<file path="src/rtl/cla_pkg.sv">
// Shared types for the slice-serial carry-lookahead adder: slice width,
// FSM states and the propagate/generate pair.
package cla_pkg;

    localparam int SLICE_W = 4;

    typedef enum logic [1:0] {
        IDLE = 2'd0,
        RUN  = 2'd1,
        DONE = 2'd2
    } state_e;

    // Used for one slice's group P/G and for the running word-level P/G.
    typedef struct packed {
        logic p;
        logic g;
    } pg_t;

endpackage

</file>
<file path="src/rtl/cla4_lookahead.sv">
// Purely combinational 4-bit lookahead carry unit. It produces the internal
// carries plus the slice group propagate/generate.
module cla4_lookahead
    import cla_pkg::*;
(
    input  logic [SLICE_W-1:0] p,
    input  logic [SLICE_W-1:0] g,
    input  logic               c0,
    output logic [4:1]         c,
    output logic               pg,
    output logic               gg
);

    assign pg = &p;
    assign gg = g[3]
              | (p[3] & g[2])
              | (p[3] & p[2] & g[1])
              | (p[3] & p[2] & p[1] & g[0]);

    // Fully expanded, so every carry is two gate levels deep from p/g/c0.
    assign c[1] = g[0] | (p[0] & c0);
    assign c[2] = g[1] | (p[1] & g[0]) | (p[1] & p[0] & c0);
    assign c[3] = g[2] | (p[2] & g[1]) | (p[2] & p[1] & g[0])
                | (p[2] & p[1] & p[0] & c0);
    assign c[4] = gg | (pg & c0);

endmodule

</file>
<file path="src/rtl/cla_slice_adder.sv">
// Multi-cycle CLA adder that resolves one 4-bit slice per clock, chaining the
// slice carry through a register. It uses a start/done handshake.
module cla_slice_adder
    import cla_pkg::*;
#(
    parameter int WIDTH = 16
) (
    input  logic             clk,
    input  logic             rst_n,
    input  logic             start,
    input  logic [WIDTH-1:0] a,
    input  logic [WIDTH-1:0] b,
    input  logic             cin,
    output logic             ready,
    output logic             done,
    output logic [WIDTH-1:0] sum,
    output logic             cout,
    output logic             ovf,
    output logic             grp_p,
    output logic             grp_g
);

    localparam int N  = WIDTH / SLICE_W;
    localparam int KW = (N > 1) ? $clog2(N) : 1;

    generate
        if ((WIDTH % SLICE_W) != 0 || WIDTH < SLICE_W) begin : g_bad_width
            $error("cla_slice_adder: WIDTH must be a non-zero multiple of 4");
        end
    endgenerate

    state_e                        state_q, state_d;
    logic [N-1:0][SLICE_W-1:0]     a_q, a_d, b_q, b_d;
    logic [N-1:0][SLICE_W-1:0]     sum_w_q, sum_w_d;
    logic [N-1:0][SLICE_W-1:0]     sum_q, sum_d;
    logic [KW-1:0]                 k_q, k_d;
    logic                          c_q, c_d;
    logic                          cout_q, cout_d;
    logic                          ovf_q, ovf_d;
    pg_t                           run_q, run_d;
    pg_t                           grp_q, grp_d;

    logic [SLICE_W-1:0]            p_s, g_s, s_s;
    logic [4:1]                    c_s;
    logic                          pg_s, gg_s;

    assign p_s = a_q[k_q] ^ b_q[k_q];
    assign g_s = a_q[k_q] & b_q[k_q];

    cla4_lookahead u_la (
        .p  (p_s),
        .g  (g_s),
        .c0 (c_q),
        .c  (c_s),
        .pg (pg_s),
        .gg (gg_s)
    );

    assign s_s = p_s ^ {c_s[3:1], c_q};

    always_comb begin
        state_d = state_q;
        a_d     = a_q;
        b_d     = b_q;
        c_d     = c_q;
        k_d     = k_q;
        sum_w_d = sum_w_q;
        run_d   = run_q;
        sum_d   = sum_q;
        cout_d  = cout_q;
        ovf_d   = ovf_q;
        grp_d   = grp_q;
        case (state_q)
            RUN: begin
                sum_w_d[k_q] = s_s;
                c_d          = c_s[4];
                run_d.p      = run_q.p & pg_s;
                run_d.g      = gg_s | (pg_s & run_q.g);
                k_d          = k_q + 1'b1;
                // Results become visible only on the edge that enters DONE.
                if (k_q == KW'(N - 1)) begin
                    state_d = DONE;
                    sum_d   = sum_w_d;
                    cout_d  = c_s[4];
                    ovf_d   = c_s[3] ^ c_s[4];
                    grp_d   = run_d;
                end
            end
            default: begin
                // IDLE and DONE both accept a new request.
                state_d = IDLE;
                if (start) begin
                    state_d = RUN;
                    a_d     = a;
                    b_d     = b;
                    c_d     = cin;
                    k_d     = '0;
                    run_d   = '{p: 1'b1, g: 1'b0};
                end
            end
        endcase
    end

    always_ff @(posedge clk or negedge rst_n) begin
        if (!rst_n) begin
            state_q <= IDLE;
            a_q     <= '0;
            b_q     <= '0;
            c_q     <= 1'b0;
            k_q     <= '0;
            sum_w_q <= '0;
            run_q   <= '0;
            sum_q   <= '0;
            cout_q  <= 1'b0;
            ovf_q   <= 1'b0;
            grp_q   <= '0;
        end else begin
            state_q <= state_d;
            a_q     <= a_d;
            b_q     <= b_d;
            c_q     <= c_d;
            k_q     <= k_d;
            sum_w_q <= sum_w_d;
            run_q   <= run_d;
            sum_q   <= sum_d;
            cout_q  <= cout_d;
            ovf_q   <= ovf_d;
            grp_q   <= grp_d;
        end
    end

    assign ready = (state_q != RUN);
    assign done  = (state_q == DONE);
    assign sum   = sum_q;
    assign cout  = cout_q;
    assign ovf   = ovf_q;
    assign grp_p = grp_q.p;
    assign grp_g = grp_q.g;

endmodule

</file>
<file path="config.mk">
export PLATFORM = sky130hd
export DESIGN_NAME = cla_slice_adder
export DESIGN_NICKNAME = d
export VERILOG_FILES = /design/src/rtl/cla_pkg.sv /design/src/rtl/cla4_lookahead.sv /design/src/rtl/cla_slice_adder.sv
export SDC_FILE = /design/constraint.sdc
export NUM_CORES = 1
export LEC_CHECK = 0
export ABC_AREA = 0
export CAP_MARGIN = 20
export CORE_AREA = 2 2 89 91
export CTS_CLUSTER_DIAMETER = 100
export DETAILED_ROUTE_END_ITERATION = 16
export DIE_AREA = 0 0 91 93
export PLACE_DENSITY = 0.8
export SLEW_MARGIN = 20
export SYNTH_ARGS = -nofsm -noshare
export SYNTH_HDL_FRONTEND = slang
export SYNTH_SLANG_ARGS = --single-unit
</file>
<file path="constraint.sdc">
create_clock -name clk -period 2.1 [get_ports clk]
set_input_delay 0.315 -clock clk [delete_from_list [all_inputs] [get_ports clk]]
set_output_delay 0.315 -clock clk [all_outputs]
set_load 0.005 [all_outputs]
</file>
# Word-level counts from Yosys, hierarchy flattened
# Index checks and enable logic that the tools add are counted.
# word_totals
rom_bits,0
ramBits,0
in_bits,36
word_cells,87
output_inout_bits,22
register_bits,75
mem_count,0
latchBits,0
# classes
shifts,0
muxes,16
reduce_logical,5
eq_ne,5
n_mul,0
n_div,0
bitwise_logic,33
magnitude_cmp,2
addsub,1
# ops
op,n
$and 1x1->1,17
$bmux 4 s2,2
$bwmux 16,1
$mux 2,6
$mux 4,3
$or 1x1->1,11
$demux 4 s2,1
$xor 4x4->4,2
$and 4x4->4,1
$eq 2x2->1 const B,2
$reduce_and 2->1,2
$reduce_and 4->1,1
$lt 2x3->1 const B,1
$mux 1,3
$add 2x1->2 const B,1
$eq 2x1->1 const B,1
$ge 2x1->1 const B,1
$ne 2x1->1 const B,1
$ne 2x2->1 const B,1
$reduce_bool 2->1,1
$logic_and 1x1->1,1
$not 1->1,1
$xor 1x1->1,1

# Logic depth before layout (Yosys ltp)
# depth
word_depth,9
depth_mapped,8

# By module
# From an unflattened synthesis, not the netlist that was laid out.
# unflattened
cells_unflattened,254
area_unflattened_um2,3350.7
# by_module_without_submodules
module,cells_each,area_per_inst_um2,n_inst
cla_slice_adder,242,3278.1,1
cla4_lookahead,12,72.6,1

# Least setup slack after synthesis
# No wires, ideal clock.
# synth_path
path_type,reg-to-reg
start,register k_q[0]
end,register sum_q (netlist bit sum[10])
period_less_slack_ps,2313
n_path_buf,1
arrival_ps,2244
stages_incl_launch_ff,8
setup_ps,68
t_required_ps,2032
slack_ps,-213
path_cell_list,dfrtp_1 buf_4 mux4_2 ha_1 a21o_1 a21oi_4 mux2_2 nand3_1
# synth_via
elab_chain_len,8
word_cells_on_any_way,20
# synth_lines
element,line,rtl
start: declaration,cla_slice_adder.sv:36,"logic [KW-1:0] k_q, k_d;"
start signal: assignment,cla_slice_adder.sv:122,k_q <= k_d;
$bmux 4 s2,"cla_slice_adder.sv:47, cla_slice_adder.sv:48",
$mux 4 (implied by the code),"cla_slice_adder.sv:47, cla_slice_adder.sv:48",
$xor 4x4->4 / $and 4x4->4 (equally long branches),"cla_slice_adder.sv:47, cla_slice_adder.sv:48",
$and 1x1->1,cla4_lookahead.sv:22,assign c[2] = g[1] | (p[1] & g[0]) | (p[1] & p[0] & c0);
$or 1x1->1 / $and 1x1->1 (equally long branches),cla4_lookahead.sv:22,
$or 1x1->1,cla4_lookahead.sv:22,
$xor 4x4->4,cla_slice_adder.sv:59,"assign s_s = p_s ^ {c_s[3:1], c_q};"
$bwmux 16,cla_slice_adder.sv:75,sum_w_d[k_q] = s_s;
end signal: assignment,cla_slice_adder.sv:125,sum_q <= sum_d;
end: declaration,cla_slice_adder.sv:35,"logic [N-1:0][SLICE_W-1:0] sum_q, sum_d;"
# Parallel ways exist; a longest one is shown, timed or not. The select of a mux whose other input is x is not followed.
# A chain may end at the register's enable or synchronous reset.

# Final worst setup path
# Ends and elaborated chain as after synthesis.

==> results.md <==
* Outcome: complete, but fails checks
* Failing checks: setup timing
* Crit path max fanout at 6
* Critical path's slowest cell: mux4_2
* #FFs+latches synth at 71
* Worst Hold End: sum[13]$_DFFE_PN0P_
* Hold Path Stages at 1
* Worst r2r path cells at 8
* Post-synth EDFFs at 0
* Initial antenna violation count at 0
* Final Worst Setup Slack at -191 ps
* First-pass GRT wire length at roughly 12000 µm
* Asr flop ratio synth at 100%
* Worst-margin pin slew at 456 ps
* Min-delay src: sum[13]$_DFFE_PN0P_
* Largest delay contributor family on the critical path: multiplexers
* Antenna-violating nets left at 0
* Pre-CTS WS at -253 ps
* CP peak stage delay at about 550 ps
* Min cycle time layout at roughly 2300 ps
* Largest area contributor in the netlist: dfrtp_1
* Via Count at approximately 2300
* Clock Skew at roughly 11 ps
* Crit path buffers/inverters at 2
* Syn_area_per_cell at 12.8 µm²
* R2r endpoint: sum[10]$_DFFE_PN0P_
* Library cells used by synthesis at 42
* Placer Congestion at slightly above 0.8
* Reg2reg setup slack at -190 ps
* Diodes inserted at 0
* Critical path, cell by cell: buf_12, mux4_2, ha_4, a21o_1, a21oi_4, buf_12, mux2_4, nand3_2
* CP required at 2380 ps
* Die ar. at around 0.0085 mm²
* Clock Pin Slew Worst Setup and Hold Paths at 70 ps
* Count leader, synth: dfrtp_1
* Number of global-route vias before repair at around 2300
* Ys flop type: dfrtp_1
* Clk buf depth at 2
* DP Area at roughly 0.0043 mm²
* XOR/XNOR Fraction of Synth Area at 1.23%
* Hold Crit Class: reg -> reg
* Die W at between 90 and 100 µm
* I/O pin total at 58
* Port bufs at 57
* Setup violations, final at 29
* Post-synth top cells: dfrtp_1 (71), nand2_1 (40), mux2_4 (28), o21ai_0 (28), ha_1 (9)
* Placed cells at around 440
* Post-synthesis cell count at around 270
* Slew Limit Fails at 0
* Avg WL per Cell at 15.7 µm
* Num rows at 32
* Synth Area in Adders at under 10%
* Gr usage total at ~18%
* Type of origin of the critical path: flop
* Post-route cell area at around 0.0047 mm²
* DRT iter0 DRCs at 77
* Setup tns final at -2890 ps
* Routed vias/inst at about 5
* Fin. Hold Viols at 0
* Clk sinks at approximately 70
* Maxcap violations at 0
* Layout Cells excl Fill at ~460
* Fill count at 590
* Root Driver: clkbuf_8
* First-pass DRT Iterations at 4
* CTS tree: built
* Worst-Skew Late Latency at between 300 and 400 ps
* Seq/Total Area, Yosys at 51.2%
* WL final at ~7200 µm
* Share of layout cells above drive strength 1 at 31.8%
* Critical setup path kind: reg -> reg
* Net count after synthesis at 318
* Area Overhead vs Synth at 34.1%
* FF-to-FF Start: k_q[0]$_DFFE_PN0P_
* Crit path depth at 8
* H-tree levels at 3
* # nets final at 396
* Synth area leaders: dfrtp_1 (51%), mux2_4 (12%), mux4_2 (5.2%)
* Clock buffer count from CTS at 9
* Post-Synth Simple-Gate Area at 9.92%
* Arr. time, crit path at roughly 2600 ps
* Maximum number of pins on one net before global-route repair at 37
* Post-synth top area share at between 50% and 60%
* Die H at just over 90 µm
* Unrepaired setup endpoints after global routing: yes
* Ys Warns at 0
* Final period util at 109%
* Largest family of logic cells by synthesized area: multiplexers
* DRC violations left at 0
* Post-synthesis mux area share at 21.3%
* Slew headroom at 69.6%
* Fmax at 436 MHz
* Synth Area in Compound Gates at 7.90%
* Crit-path most repeated cell: buf_12
* Synthesized area at 0.00347 mm²
* Total grt overflow at 0
* Crit end category: flop
* Dpl hpwl at about 5100 µm
* Core Box Area at between 0.007 and 0.008 mm²
* Initial Util at between 40% and 50%
## metal layers
layer  share of wire [%]  track usage, %  wire length (µm)  vias up
met5                   0               0                 0        -
met4                 1.5            8.21               108        0
met3                 3.8            3.06               272        9
met2                  50            29.4              3580       67
met1                  45            22.6              3210     1130
li1                    -               -                 -     1109
## layout make-up
cell class	instances	area (µm²)	area share [%]
Multi-Input combinational cell	177	1710	36.7
Clock buffer	13	149	3.20
Inverter	9	42.5	0.915
Sequential cell	71	1780	38.2
Clock inverter	3	42.5	0.915
Timing Repair Buffer	82	805	17.3
Tap cell	102	128	2.74
## flip-flops by register name (all words and copies together), names as in the netlist, 2 cells and up
| name | flops |
|---|---|
| run_q | 2 |
| a_q | 16 |
| sum_w_q | 12 |
| sum | 16 |
| state_q | 2 |
| b_q | 16 |
| k_q | 2 |
## worst register-to-register path, stage by stage, from the launching register on
cell	delay (ps)
dfrtp_1	400
buf_12	150
mux4_2	560
ha_4	280
a21o_1	190
a21oi_4	170
buf_12	140
mux2_4	300
nand3_2	60
## layout by cell type (no fill, tap or decap), types with 5 or more instances in the layout
cell / count
dfrtp_1: 71
clkdlybuf4s50_1: 56
nand2_1: 38
mux2_4: 31
o21ai_1: 23
buf_4: 18
clkbuf_8: 10
mux4_2: 8
o21ai_0: 7
nand3b_1: 7
mux2i_1: 6
ha_1: 5
## how the worst max path moves through the flow
stage                       startpoint                       to
floorplan           k_q[0]$_DFFE_PN0P_      sum[11]$_DFFE_PN0P_
global placement    k_q[0]$_DFFE_PN0P_  sum_w_q[10]$_DFFE_PN0P_
detailed placement  k_q[0]$_DFFE_PN0P_      sum[14]$_DFFE_PN0P_
CTS                 k_q[0]$_DFFE_PN0P_       sum[6]$_DFFE_PN0P_
global route        k_q[0]$_DFFE_PN0P_      sum[10]$_DFFE_PN0P_
finish              k_q[0]$_DFFE_PN0P_      sum[10]$_DFFE_PN0P_
## cells by family (layout without fill, tap and decap cells)
| kind of cell | count (synthesis) | after routing |
|---|---|---|
| DFF | 71 | 71 |
| adders and majority gates | 10 | 10 |
| AOI/OAI and AO/OA | 47 | 47 |
| and+or+nand+nor | 67 | 67 |
| buffers and inverters | 24 | 107 |
| muxes | 49 | 49 |
| xor gates and xnor gates | 4 | 4 |
## through the flow
stage          hold WS [ps]  utilization (%)
2_1_floorplan          19.4                -
3_3_place_gp            295             56.6
3_5_place_dp            300             56.6
4_1_cts                 486             60.6
5_1_grt                 506             61.8
6_report                477             61.8
## repair_timing
action / CTS / global route
setup endpoints to repair: 28 / 35
pin swaps: 9 / 5
gates resized for setup: 26 / 18
cloned: 0 / 0
setup buffers: 3 / 2
hold endpoints to repair: 35 / 0
hold buffers: 1 / 0
Power is left out: the tool's default activity adds up to more than one toggle a clock period on the data nets, which glitch-free logic cannot reach.
